[config.mk]
export PLATFORM = sky130hd
export DESIGN_NAME = multi_cycle_control
export DESIGN_NICKNAME = d
export VERILOG_FILES = /design/src/rtl/multi_cycle_control.sv
export SDC_FILE = /design/constraint.sdc
export NUM_CORES = 1
export LEC_CHECK = 0
export ABC_AREA = 1
export CAP_MARGIN = 0
export CORE_MARGIN = 3
export CORE_UTILIZATION = 38
export DETAILED_ROUTE_END_ITERATION = 8
export DONT_BUFFER_PORTS = 1
export PLACE_DENSITY = 0.52
export SKIP_CTS_REPAIR_TIMING = 1
export SYNTH_ARGS = -nofsm -noshare
export SYNTH_HDL_FRONTEND = slang
export SYNTH_SLANG_ARGS = --single-unit
[constraint.sdc]
create_clock -name clk -period 1.2 [get_ports clk]
set_input_delay 0.24 -clock clk [delete_from_list [all_inputs] [get_ports clk]]
set_output_delay 0.24 -clock clk [all_outputs]
set_load 0.1 [all_outputs]
[src/rtl/multi_cycle_control.sv]
// Main control FSM of the multi-cycle MIPS core: sequences fetch, decode,
// execute, memory and write-back, and drives every datapath mux and enable.
// Latency: outputs are a decode of the current state (plus mem_ready in FETCH,
// and opcode for illegal), so they settle in the same cycle as the state.
// Backpressure: FETCH, MEM_READ and MEM_WRITE hold while mem_ready is low.
//
// Parameters:
//   MEM_WAIT_EN_DEFAULT  1: honour mem_ready; 0: treat mem_ready as always 1.
// Optional feature macro: MC_PERF_COUNTERS_EN enables the cycle and
//   instruction counters; when undefined both counter ports read 0.
// Ports:
//   clk, rst            clock and asynchronous active-high reset
//   opcode              IR[31:26], valid from DECODE onward
//   mem_ready           memory completes the current access this cycle
//   pc_write .. pc_source  datapath mux selects and write enables
//   illegal             one-cycle pulse in DECODE for an unsupported opcode
//   state               current state, for debug
//   cycle_count, instr_count  performance counters

module multi_cycle_control #(
   parameter bit MEM_WAIT_EN_DEFAULT = 1'b1
) (
   input  logic        clk,
   input  logic        rst,
   input  logic [5:0]  opcode,
   input  logic        mem_ready,
   output logic        pc_write,
   output logic        pc_write_cond,
   output logic        i_or_d,
   output logic        mem_read,
   output logic        mem_write,
   output logic        ir_write,
   output logic        mem_to_reg,
   output logic        reg_dst,
   output logic        reg_write,
   output logic        alu_src_a,
   output logic [1:0]  alu_src_b,
   output logic [1:0]  alu_op,
   output logic [1:0]  pc_source,
   output logic        illegal,
   output logic [3:0]  state,
   output logic [31:0] cycle_count,
   output logic [31:0] instr_count
);

   typedef enum logic [3:0] {
      S_FETCH     = 4'd0,
      S_DECODE    = 4'd1,
      S_MEM_ADDR  = 4'd2,
      S_MEM_READ  = 4'd3,
      S_MEM_WB    = 4'd4,
      S_MEM_WRITE = 4'd5,
      S_EXECUTE   = 4'd6,
      S_R_WB      = 4'd7,
      S_BRANCH    = 4'd8,
      S_JUMP      = 4'd9,
      S_ADDI_EXEC = 4'd10,
      S_ADDI_WB   = 4'd11
   } state_t;

   localparam logic [5:0] OP_RTYPE = 6'b000000;
   localparam logic [5:0] OP_LW    = 6'b100011;
   localparam logic [5:0] OP_SW    = 6'b101011;
   localparam logic [5:0] OP_BEQ   = 6'b000100;
   localparam logic [5:0] OP_J     = 6'b000010;
   localparam logic [5:0] OP_ADDI  = 6'b001000;

   state_t cur;
   state_t nxt;
   logic   rdy;
   logic   op_legal;

   assign rdy = MEM_WAIT_EN_DEFAULT ? mem_ready : 1'b1;

   assign op_legal = (opcode == OP_RTYPE) || (opcode == OP_LW) ||
                     (opcode == OP_SW)    || (opcode == OP_BEQ) ||
                     (opcode == OP_J)     || (opcode == OP_ADDI);

   always_comb begin
      nxt = S_FETCH;
      case (cur)
         S_FETCH:     nxt = rdy ? S_DECODE : S_FETCH;
         S_DECODE: begin
            case (opcode)
               OP_RTYPE:      nxt = S_EXECUTE;
               OP_LW, OP_SW:  nxt = S_MEM_ADDR;
               OP_BEQ:        nxt = S_BRANCH;
               OP_J:          nxt = S_JUMP;
               OP_ADDI:       nxt = S_ADDI_EXEC;
               default:       nxt = S_FETCH;
            endcase
         end
         // IR still holds the instruction, so the opcode picks load vs store.
         S_MEM_ADDR:  nxt = (opcode == OP_SW) ? S_MEM_WRITE : S_MEM_READ;
         S_MEM_READ:  nxt = rdy ? S_MEM_WB : S_MEM_READ;
         S_MEM_WB:    nxt = S_FETCH;
         S_MEM_WRITE: nxt = rdy ? S_FETCH : S_MEM_WRITE;
         S_EXECUTE:   nxt = S_R_WB;
         S_R_WB:      nxt = S_FETCH;
         S_BRANCH:    nxt = S_FETCH;
         S_JUMP:      nxt = S_FETCH;
         S_ADDI_EXEC: nxt = S_ADDI_WB;
         S_ADDI_WB:   nxt = S_FETCH;
         default:     nxt = S_FETCH;
      endcase
   end

   always_ff @(posedge clk or posedge rst) begin
      if (rst) cur <= S_FETCH;
      else     cur <= nxt;
   end

   assign state = cur;

   // Control decode. Everything is forced low while rst is high so that an
   // abandoned memory access does not keep strobing during reset.
   always_comb begin
      pc_write      = 1'b0;
      pc_write_cond = 1'b0;
      i_or_d        = 1'b0;
      mem_read      = 1'b0;
      mem_write     = 1'b0;
      ir_write      = 1'b0;
      mem_to_reg    = 1'b0;
      reg_dst       = 1'b0;
      reg_write     = 1'b0;
      alu_src_a     = 1'b0;
      alu_src_b     = 2'b00;
      alu_op        = 2'b00;
      pc_source     = 2'b00;
      illegal       = 1'b0;
      if (!rst) begin
         case (cur)
            S_FETCH: begin
               mem_read  = 1'b1;
               alu_src_b = 2'b01;
               // PC+4 and IR only commit on the cycle the fetch completes.
               ir_write  = rdy;
               pc_write  = rdy;
            end
            S_DECODE: begin
               alu_src_b = 2'b11;
               illegal   = !op_legal;
            end
            S_MEM_ADDR: begin
               alu_src_a = 1'b1;
               alu_src_b = 2'b10;
            end
            S_MEM_READ: begin
               mem_read = 1'b1;
               i_or_d   = 1'b1;
            end
            S_MEM_WB: begin
               reg_write  = 1'b1;
               mem_to_reg = 1'b1;
            end
            S_MEM_WRITE: begin
               mem_write = 1'b1;
               i_or_d    = 1'b1;
            end
            S_EXECUTE: begin
               alu_src_a = 1'b1;
               alu_op    = 2'b10;
            end
            S_R_WB: begin
               reg_write = 1'b1;
               reg_dst   = 1'b1;
            end
            S_BRANCH: begin
               alu_src_a     = 1'b1;
               alu_op        = 2'b01;
               pc_write_cond = 1'b1;
               pc_source     = 2'b01;
            end
            S_JUMP: begin
               pc_write  = 1'b1;
               pc_source = 2'b10;
            end
            S_ADDI_EXEC: begin
               alu_src_a = 1'b1;
               alu_src_b = 2'b10;
            end
            S_ADDI_WB: begin
               reg_write = 1'b1;
            end
            default: ;
         endcase
      end
   end

`ifdef MC_PERF_COUNTERS_EN
   logic [31:0] cycle_q;
   logic [31:0] instr_q;
   logic        instr_done;

   // An instruction retires on the transition back to FETCH from a
   // completing state; illegal opcodes return from DECODE and do not count.
   assign instr_done = (cur == S_MEM_WB) || (cur == S_R_WB) ||
                       (cur == S_BRANCH) || (cur == S_JUMP) ||
                       (cur == S_ADDI_WB) || ((cur == S_MEM_WRITE) && rdy);

   always_ff @(posedge clk or posedge rst) begin
      if (rst) begin
         cycle_q <= 32'd0;
         instr_q <= 32'd0;
      end else begin
         cycle_q <= cycle_q + 32'd1;
         if (instr_done) instr_q <= instr_q + 32'd1;
      end
   end

   assign cycle_count = cycle_q;
   assign instr_count = instr_q;
`else
   assign cycle_count = 32'd0;
   assign instr_count = 32'd0;
`endif

endmodule

==> results.ini <==
[power]
power_frac_seq_pct=7.9
ir_drop_v=0.00159
power.switching_mw=2.35
switching_share_pct=68.0
fin_total_pwr_mw=3.45
power_frac_comb_pct=87.6
p_clk_share_pct=4.5
leakagePower_nw=0.746
intPower_mw=1.10
powerDensity_nw_per_um2=2250

[critical_path]
path_cells=inv_4 > nor2_4 > nand2_4 > nor2_4 > nand4_1 > nor2_4 > buf_12
required_ns=0.96
cp-end-kind=output pin
cp_data_arrival_time_ns=1.54
crit_type=reg -> out
critPathSlowestCell=dfrtp_4
crit_top_cell=nor2_4
critical_path.max_stage_delay_ns=0.46
crit_fanout=5
cp-start-kind=flop

[synthesis]
yosysMostFrequentCell=buf_4
yosys-top-cells-area=buf_4 50%, dfrtp_1 10%, nor2_1 8.8%
avgSynthCellArea_um2=6.32
synth_area_um2=986
yosysSeqAreaShare_pct=10.2
ys_types=19
synthTopCellsByCount=66 x buf_4, 23 x nor2_1, 15 x nand2_1
syn_inst=156
synth_top_area_share_pct=50.3
ys_ff_latch=4
synth_largest_area_cell=buf_4
ys_dominant_reg_cell=dfrtp_1
async_flop_share_pct=100
ys_warn_count=0
synth-edff-count=0

[status]
status=finished with violations
failed_checks=negative setup slack

[cts]
clk_path_buf_depth=2
cts_buffers=3
clk_pin_slew_worst_paths_ns=0.03
cts_tree=built
cts_root_buf=clkbuf_4
clk_latency_ns=0.22
cts.htree.levels=1
cts.sinks=4

[die]
die_w_um=56.9
core_um2=2340
pin_count=94
rows=17
die_area_um2=3240
initial_utilization_pct=42.1
chipHeight_um=56.9

[timing]
period_share_pct=148
fmax_mhz=563
finalHoldViolCount=0
final_max_slew_viol_count=0
fin_skew_ns=0.000353
rsz0062_at_grt=yes
setup_viol=24
period_needed_ns=1.78
worst_slack_ns=-0.577
fin_setup_tns_ns=-9.52
timing.hold.ws_ns=0.250

[cells_and_area]
fin_nets=206
largest_reg_flops=4
synthToLayoutAreaGrowth_pct=55.5
drive_gt1_share_pct=41.5
n_antenna_cell=0
design_area_um2=1530
fillers=212

[placed_design]
dp_worst_setup_slack_ns=-0.426
hpwl_um=1960
io_buffers=0
dpl_cell_area_um2=1390
gp_congestion=0.929

[min_path]
worstHoldPathType=in -> reg

[detailed_routing]
avgViaCountPerCell=3.92
dr.pass1.iters=4
drt-total-wl_um=2160
drt_iter0_drc=14
drc=0
vias=874
wl_per_cell_um=9.67
detail-route-antenna-nets=0

[grt]
grtUsageTotal_pct=11.9
first_global_vias=751
grt_overflow=0
grt_pass1_wl_um=3180
antenna_found_initial=0
grt_start_max_net_pins=15

[job]
maxCapViolations=0

worst max-delay path, delay by kind of cell (launching register included):
kind                   cells  cell delay [ns]
AND/OR/NAND/NOR            5             0.60
buffers and inverters      2             0.23
flip-flops                 1             0.46
per-stage QoR:
stage | util (%) | instances
after global routing | 65.5 | 223
final | 65.5 | 223
after CTS | 60.5 | 218
after global placement | 59.5 | 215
after detailed placement | 59.5 | 215
after floorplan | - | 219
worst paths after layout:
path / start / to / slack [ns] / depth (start not counted)
worst max-delay path: state[0] / illegal / -0.58 / 7
worst min-delay path: mem_ready / state[0] / 0.25 / 3
worst max register to register: state[3] / state[0] / -0.24 / 6
worst min register to register: state[2] / state[3] / 0.78 / 4
max in group asynchronous: rst / state[1] / 0.64 / 3
min in group asynchronous: rst / state[3] / 0.45 / 3
final cells by class:
class | count | area, um2 | share of cell area (%)
well taps | 28 | 35.0 | 2.29
clock buffers | 3 | 22.5 | 1.47
inverters | 15 | 63.8 | 4.16
multi-input cells | 133 | 761 | 49.6
flip-flops and latches | 4 | 115 | 7.51
repair buffers | 40 | 536 | 34.9
power groups by stage:
stage | Sequential, mW | Combinational [mW] | Clock [mW]
2_1_floorplan | 0.519 | 2.07 | 0
3_3_place_gp | 0.261 | 2.77 | 0
3_5_place_dp | 0.263 | 2.80 | 0
4_1_cts | 0.262 | 2.80 | 0.162
5_1_grt | 0.280 | 3.12 | 0.168
6_report | 0.273 | 3.02 | 0.155
metal layers:
metal / routed length (um) / global-route usage (%)
met1: 689 / 13.0
met2: 1220 / 22.5
met3: 251 / 2.49
met4: 0 / 3.97
met5: 0 / 0
placed cells by master, fill, tap and decap left out, types with 4 or more instances in the layout:
cell / count
conb_1: 64
inv_1: 10
nand2_1: 9
buf_12: 18
nand3_1: 10
buf_4: 19
nor2_4: 13
nand2_2: 6
dfrtp_4: 4
nor2_1: 13
cells by family (layout without fill, tap and decap cells):
| group | Yosys count | in the layout | share of synthesized area, % |
|---|---|---|---|
| AO/OA/AOI/OAI | 8 | 8 | 4.19 |
| buffers and inverters | 82 | 58 | 56.3 |
| other | 1 | 64 | 0.380 |
| flip-flops | 4 | 4 | 10.2 |
| AND/OR/NAND/NOR | 61 | 61 | 28.9 |
Note: power is estimated with default switching activity, not from simulation.
